==> config.mk <==
export PLATFORM = sky130hd
export DESIGN_NAME = matrix_stream_loader
export DESIGN_NICKNAME = d
export VERILOG_FILES = /design/src/rtl/matrix_stream_loader_pkg.sv /design/src/rtl/matrix_stream_loader.sv
export SDC_FILE = /design/constraint.sdc
export NUM_CORES = 1
export LEC_CHECK = 0
export CAP_MARGIN = 20
export CORE_UTILIZATION = 51
export CTS_CLUSTER_SIZE = 10
export DETAILED_ROUTE_END_ITERATION = 7
export PLACE_DENSITY_LB_ADDON = 0.25
export SLEW_MARGIN = 10
export SYNTH_ARGS = -nofsm -noshare
export SYNTH_HDL_FRONTEND = slang
export SYNTH_SLANG_ARGS = --single-unit
==> constraint.sdc <==
create_clock -name clk -period 2.8 [get_ports clk]
set_clock_uncertainty 0.15 [all_clocks]
set_input_delay 0.28 -clock clk [delete_from_list [all_inputs] [get_ports clk]]
set_output_delay 0.28 -clock clk [all_outputs]
set_load 0.02 [all_outputs]
==> src/rtl/matrix_stream_loader_pkg.sv <==
// Shared definitions for the 2x2 matrix loader and multiply stage.
// Packing order lives here so both ends agree on slot placement.
package matrix_stream_loader_pkg;

  localparam int ELEM_W = 4;
  localparam int DIM    = 2;
  localparam int MAT_W  = ELEM_W * DIM * DIM;

  typedef enum logic {
    FILL = 1'b0,
    HOLD = 1'b1
  } state_e;

  function automatic int slot_msb(input int k, input int ew);
    return ew * DIM * DIM - 1 - k * ew;
  endfunction

endpackage

==> src/rtl/matrix_stream_loader.sv <==
// Serial element loader: packs row-major elements into a matrix word
// and holds it under valid/ready, with framing checks and a counter.
module matrix_stream_loader #(
  parameter int ELEM_W        = matrix_stream_loader_pkg::ELEM_W,
  parameter int DIM           = matrix_stream_loader_pkg::DIM,
  parameter int CNT_W         = 8,
  parameter bit REQUIRE_FIRST = 1'b1
) (
  input  logic                      clk,
  input  logic                      rst_n,
  input  logic [ELEM_W-1:0]         elem_data,
  input  logic                      elem_first,
  input  logic                      elem_valid,
  output logic                      elem_ready,
  output logic [ELEM_W*DIM*DIM-1:0] mat_data,
  output logic                      mat_valid,
  input  logic                      mat_ready,
  output logic                      sync_err,
  output logic [CNT_W-1:0]          mat_count
);

  import matrix_stream_loader_pkg::*;

  localparam int NS = DIM * DIM;
  localparam int MW = ELEM_W * NS;
  localparam int IW = $clog2(NS);
  localparam logic [IW-1:0] LAST = IW'(NS - 1);

  state_e                       state_q, state_d;
  logic [IW-1:0]                idx_q, idx_d;
  logic [NS-1:0][ELEM_W-1:0]    slot_q, slot_d;
  logic [MW-1:0]                mat_q, mat_d;
  logic                         err_q, err_d;
  logic [CNT_W-1:0]             cnt_q, cnt_d;
  logic                         take, give;

  assign mat_valid  = (state_q == HOLD);
  assign elem_ready = (state_q == FILL) || mat_ready;
  assign mat_data   = mat_q;
  assign sync_err   = err_q;
  assign mat_count  = cnt_q;

  always_comb begin
    state_d = state_q;
    idx_d   = idx_q;
    slot_d  = slot_q;
    mat_d   = mat_q;
    err_d   = 1'b0;
    cnt_d   = cnt_q;
    take    = elem_valid && elem_ready;
    give    = mat_valid && mat_ready;

    if (give) begin
      state_d = FILL;
      cnt_d   = cnt_q + 1'b1;
    end

    // idx is already 0 in HOLD, so a handoff-cycle element starts a new matrix
    if (take) begin
      unique case (1'b1)
        (elem_first && idx_q != '0): begin
          slot_d[0] = elem_data;
          idx_d     = IW'(1);
          err_d     = 1'b1;
        end
        (!elem_first && idx_q == '0 && REQUIRE_FIRST): begin
          err_d = 1'b1;
        end
        default: begin
          slot_d[idx_q] = elem_data;
          if (idx_q == LAST) begin
            idx_d   = '0;
            state_d = HOLD;
            for (int k = 0; k < NS; k++) begin
              mat_d[slot_msb(k, ELEM_W) -: ELEM_W] = slot_d[k];
            end
          end else begin
            idx_d = idx_q + 1'b1;
          end
        end
      endcase
    end
  end

  always_ff @(posedge clk) begin
    if (!rst_n) begin
      state_q <= FILL;
      idx_q   <= '0;
      slot_q  <= '0;
      mat_q   <= '0;
      err_q   <= 1'b0;
      cnt_q   <= '0;
    end else begin
      state_q <= state_d;
      idx_q   <= idx_d;
      slot_q  <= slot_d;
      mat_q   <= mat_d;
      err_q   <= err_d;
      cnt_q   <= cnt_d;
    end
  end

endmodule

==> results of run 1 <==
kinds of logic (layout without fill, tap and decap cells):
group | after synthesis | after routing
AO/OA/AOI/OAI | 24 | 24
XOR/XNOR | 2 | 2
adder cells (fa/ha/maj) | 7 | 7
buffers and inverters | 19 | 55
flip-flops | 40 | 40
multiplexers | 36 | 36
AND/OR/NAND/NOR | 74 | 74
state kept, by name (all words and copies together) (netlist names):
register,count
mat_count,8
idx_q,2
slot_q,12
sync_err,1
mat_data,16
mat_valid,1
path summary, 6_finish.rpt:
kind,slack (ns),depth (start not counted),startpoint,to
setup / recovery,0.62,4,mat_ready,elem_ready
hold / removal,0.32,2,mat_data[2],mat_data[2]
setup reg to reg,0.64,6,idx_q[0],mat_data[12]
hold reg to reg,0.32,2,mat_data[2],mat_data[2]
final cells by class:
type	count	area, um^2
tap	46	57.6
fill	298	1100
inverter	9	33.8
sequential	40	801
clock inverter	3	46.3
clock buffer	5	37.5
timing repair buffer	38	373
multi-input combinational	143	970
power groups by stage:
stage	Clock, mW	Combinational (mW)	Sequential [mW]
6_report	0.392	0.120	0.585
5_1_grt	0.428	0.134	0.587
4_1_cts	0.403	0.120	0.585
3_5_place_dp	0	0.119	0.598
3_3_place_gp	0	0.118	0.598
2_1_floorplan	0	0.0803	0.599
worst max-delay path: cells and delay by family:
kind | cells | cell delay [ns]
simple gates | 1 | 0.10
buf+inv | 3 | 1.36
metrics by stage:
step | cell area (um^2) | worst slack, ns
2_1_floorplan | 1870 | 0.828
3_3_place_gp | 2230 | 0.677
3_5_place_dp | 2230 | 0.631
4_1_cts | 2320 | 0.629
5_1_grt | 2320 | 0.475
6_report | 2320 | 0.624
layer usage:
layer | track usage, % | wire length [um] | vias to the layer above
met5 | 0 | 0 | -
met4 | 5.23 | 38 | 0
met3 | 6.02 | 139 | 6
met2 | 32.7 | 1650 | 30
met1 | 28.4 | 1820 | 680
li1 | - | - | 772
layout by cell type, fill, tap and decap left out:
cell,synthesis,final
a2111oi_0,1,1
a21oi_1,13,13
buf_4,0,3
bufinv_16,0,1
clkbuf_4,0,5
clkdlybuf4s50_1,0,35
clkinvlp_4,0,1
dfxtp_1,40,40
ha_1,7,7
inv_1,8,8
inv_2,1,1
inv_6,0,1
mux2_2,12,12
mux2i_1,24,24
nand2_1,45,45
nand2b_1,1,1
nand3_1,3,3
nand4_1,9,9
nand4b_1,1,1
nor2_1,3,3
nor2b_1,2,2
nor3_1,2,2
nor3_2,1,1
o21ai_0,4,4
o31ai_1,6,6
or2_2,1,1
or3_1,3,3
or3_4,1,1
or4_1,2,2
xnor2_1,1,1
xor2_1,1,1
==> flow_summary.json, run 1 <==
{
  "dp_hpwl_um": 2600,
  "rows": 21,
  "wl_per_cell_um": 12.8,
  "cp-start-kind": "input pin",
  "synth_common_cells": "45 x nand2_1, 40 x dfxtp_1, 24 x mux2i_1",
  "globalRouteTotalUtil_pct": 21.0,
  "path_cells": "clkdlybuf4s50_1, nor2b_1, inv_2, clkdlybuf4s50_1",
  "dieArea_um2": 3920,
  "grt_first_pass_wirelength_um": 6520,
  "fmax_mhz": 460,
  "clkTransAtPathRegs_ns": 0.13,
  "yosysTopAreaCellShare_pct": 42.8,
  "hold_violations": 0,
  "wl_um": 3650,
  "net-switching-power_mw": 0.274,
  "start_util_pct": 54.8,
  "synth_compound_area_share_pct": 7.41,
  "synth_edf_count": 0,
  "netSwitchingFraction_pct": 25.0,
  "htreeDepth": 2,
  "grt_pass1_vias": 1400,
  "clkPwrFrac_pct": 35.7,
  "finalCriticalPeriod_ns": 2.18,
  "seqPwrFrac_pct": 53.3,
  "antennaDiodeCount": 0,
  "crit_fanout": 10,
  "layout-drive-gt1-share_pct": 11.3,
  "worst-endpoint-required_ns": 2.37,
  "fin_crit_sh_pct": 77.7,
  "cts_tree": "done",
  "critical_path_class": "input pin to output pin",
  "syn-num-nets": 218,
  "synth_seq_cells": 40,
  "synth_top_family_by_area": "multiplexers",
  "synth_area_um2": 1870,
  "routabilityCongestion": 0.825,
  "combPwrFrac_pct": 10.9,
  "synth_ff_type": "dfxtp_1",
  "synthAdderAreaFrac_pct": 4.68,
  "yosys_warnings": 0,
  "crit_top_cell": "clkdlybuf4s50_1",
  "setup_viol": 0,
  "cts.sinks": 40,
  "instances_no_fill": 284,
  "gr-total-overflow": 0,
  "first_pass_iters": 4,
  "muxShareOfSynthArea_pct": 20.0,
  "syn2layout_area_growth_pct": 23.8,
  "port_buffers": 35,
  "drv_slew": 0,
  "yosysUniqueCellTypes": 29,
  "tns_ns": 0,
  "utilization_pct": 67.9,
  "power_mw": 1.10,
  "fp.dieW_um": 62.6,
  "syn_inst": 202,
  "antenna_found_initial": 0,
  "synthTopCellsByArea": "dfxtp_1 43%, mux2i_1 13%, nand2_1 9.0%, mux2_2 7.2%, ha_1 4.7%",
  "synth.avg_cell_area_um2": 9.27,
  "cts_resized": 0,
  "rsz0062_at_grt": "no",
  "core_area_um2": 3420,
  "synth_top_area_cell": "dfxtp_1",
  "numCtsBuffers": 5,
  "vias": 1488,
  "relSlewSlack_pct": 64.9,
  "critPathSlowestCell": "clkdlybuf4s50_1",
  "synthArstFlopShare_pct": 0,
  "ir_worst_vdd_mv": 0.288,
  "clockBufferDepth": 2,
  "grt_start_max_net_pins": 18,
  "dp_cells": 276,
  "synth.most_common_cell": "nand2_1",
  "fin_nets": 253,
  "postCtsSetupBuffers": 0,
  "max_slew.worst_pin.slew_ns": 0.526,
  "yosys.area_share.simple_pct": 18.7,
  "hp-class": "register to register",
  "post_drt_via_cell_ratio": 5.24,
  "whs_ns": 0.318,
  "antenna_left": 0,
  "clk-insertion-delay-late_ns": 0.35,
  "first_iter_violations": 100,
  "status": "complete, no violations",
  "maxCapViolCount": 0,
  "root_buffer": "clkbuf_4",
  "drcViolationCount": 0,
  "p_leak_nw": 0.945,
  "ys_seq_area_share_pct": 42.8,
  "crit_arrival_ns": 1.75,
  "synth-xor-area-share_pct": 0.935,
  "critical_path.endpoint_type": "output pin",
  "p_int_mw": 0.824,
  "ctsHoldBuffers": 0,
  "power_density_nw_per_um2": 473,
  "max_stage_delay_ns": 0.63,
  "io_pins": 36,
  "dieHeight_um": 62.6
}
Note: power is estimated with default switching activity, not from simulation.
==> run 2: changes to the inputs <==
CORE_UTILIZATION = 46   (was 51)
clock period = 1.8 ns   (was 2.8 ns; I/O delays follow)
==> flow_summary.json, run 2 (synthesis results as in run 1) <==
{
  "pre_cts_ws_ns": -0.132,
  "critPathSlowestCell": "or3_4",
  "crit_arrival_ns": 1.78,
  "ctsHoldBuffers": 0,
  "critical_path_class": "register to register",
  "cts.sinks": 40,
  "hold_violations": 0,
  "fp.dieW_um": 65.8,
  "fill_cells": 303,
  "clkTransAtPathRegs_ns": 0.08,
  "path_cells": "inv_2, ha_4, ha_4, nand2_2, or3_4, mux2i_1",
  "p_leak_nw": 1.05,
  "ir_worst_vdd_mv": 0.464,
  "fin_nets": 272,
  "power_mw": 1.90,
  "layout.cells.most_common": "nand2_1",
  "htreeDepth": 2,
  "finalCriticalPeriod_ns": 1.75,
  "rows": 22,
  "hp-class": "register to register",
  "drv_slew": 0,
  "crit_top_cell": "ha_4",
  "dp_hpwl_um": 2950,
  "critical_path.endpoint_type": "register",
  "layout-drive-gt1-share_pct": 21.8,
  "crit_fanout": 12,
  "drcViolationCount": 0,
  "clk-insertion-delay-late_ns": 0.31,
  "tns_ns": 0,
  "instances_no_fill": 305,
  "grt_first_pass_wirelength_um": 6980,
  "dieHeight_um": 65.8,
  "status": "complete, no violations",
  "wl_per_cell_um": 13.6,
  "syn2layout_area_growth_pct": 36.3,
  "max_stage_delay_ns": 0.45,
  "postCtsSetupBuffers": 0,
  "gr-total-overflow": 0,
  "grt_start_max_net_pins": 28,
  "wl_um": 4140,
  "numCtsBuffers": 5,
  "max_slew.worst_pin.slew_ns": 0.503,
  "grt_pass1_vias": 1532,
  "worst-endpoint-required_ns": 1.83,
  "start_util_pct": 49.7,
  "globalRouteTotalUtil_pct": 21.9,
  "io_pins": 36,
  "final_cell_mix": "44 x nand2_1, 38 x dfxtp_1, 34 x clkdlybuf4s50_1, 24 x mux2i_1, 21 x buf_4",
  "power_density_nw_per_um2": 745,
  "dieArea_um2": 4330,
  "first_iter_violations": 35,
  "dp_cells": 297,
  "core_area_um2": 3770,
  "routabilityCongestion": 0.867,
  "antenna_found_initial": 0,
  "post_drt_via_cell_ratio": 5.34,
  "cts_tree": "done",
  "maxCapViolCount": 0,
  "rsz0062_at_grt": "yes",
  "fmax_mhz": 573,
  "vias": 1628,
  "first_pass_iters": 4,
  "port_buffers": 35,
  "clockBufferDepth": 2,
  "setup_viol": 0,
  "root_buffer": "clkbuf_8",
  "antenna_left": 0,
  "antennaDiodeCount": 0,
  "relSlewSlack_pct": 66.5,
  "setup_slack_ns": 0.0533,
  "utilization_pct": 67.7,
  "fin_crit_sh_pct": 97.0,
  "largest_reg_flops": 16,
  "cp-start-kind": "register"
}
-- run 2: cell count changes in the layout (fill, tap and decap cells not counted), sizes merged --
cell	change
buf	+19
clkdlybuf4s50	-1
clkinv	+1
dlymetal6s2s	+1
inv	-1
-- run 2: layout make-up --
| cell class | instances | area (um^2) | share of cell area, % |
|---|---|---|---|
| clock buffers | 5 | 68.8 | 2.69 |
| clock inverters | 3 | 42.5 | 1.67 |
| inverters | 9 | 33.8 | 1.32 |
| multi-input cells | 143 | 1010 | 39.7 |
| flip-flops and latches | 40 | 803 | 31.5 |
| well taps | 48 | 60.1 | 2.35 |
| repair buffers | 57 | 531 | 20.8 |
-- run 2: power breakdown --
group | switching [mW] | internal (mW)
clock network | 0.333 | 0.410
registers | 0.00840 | 0.901
logic | 0.123 | 0.127
total | 0.464 | 1.44
-- run 2: critical path, delay by kind of cell (launching register included) --
kind,cells,cell delay (ns)
adders and majority gates,2,0.43
buffers and inverters,1,0.05
DFF,1,0.34
muxes,1,0.16
and+or+nand+nor,2,0.49
-- run 2: per-layer routing --
| metal | up-vias | part of all wire, % | global-route usage, % |
|---|---|---|---|
| met1 | 750 | 43 | 25.9 |
| li1 | 812 | - | - |
| met4 | 0 | 1.7 | 8.15 |
| met5 | - | 0 | 0 |
| met3 | 5 | 7.7 | 8.28 |
| met2 | 61 | 47 | 35.8 |
-- run 2: per-stage QoR --
| stage | hold WS [ns] | instance area (um^2) |
|---|---|---|
| detailed placement | 0.299 | 2420 |
| global placement | 0.294 | 2420 |
| floorplan | 0.148 | 1900 |
| finish | 0.315 | 2550 |
| CTS | 0.314 | 2540 |
| global route | 0.335 | 2550 |
-- run 2: final timing paths --
path | from | slack, ns | cells past startpoint | endpoint
worst max-delay path | idx_q[1] | 0.05 | 6 | mat_data[15]
worst min-delay path | mat_data[1] | 0.31 | 2 | mat_data[1]
worst max register to register | idx_q[1] | 0.05 | 6 | mat_data[15]
worst min register to register | mat_data[1] | 0.31 | 2 | mat_data[1]
-- run 2: timing repair --
action                                  CTS  global route
gates resized for setup                   2             4
pin swaps                                 0             0
endpoints found under the setup margin    1             6
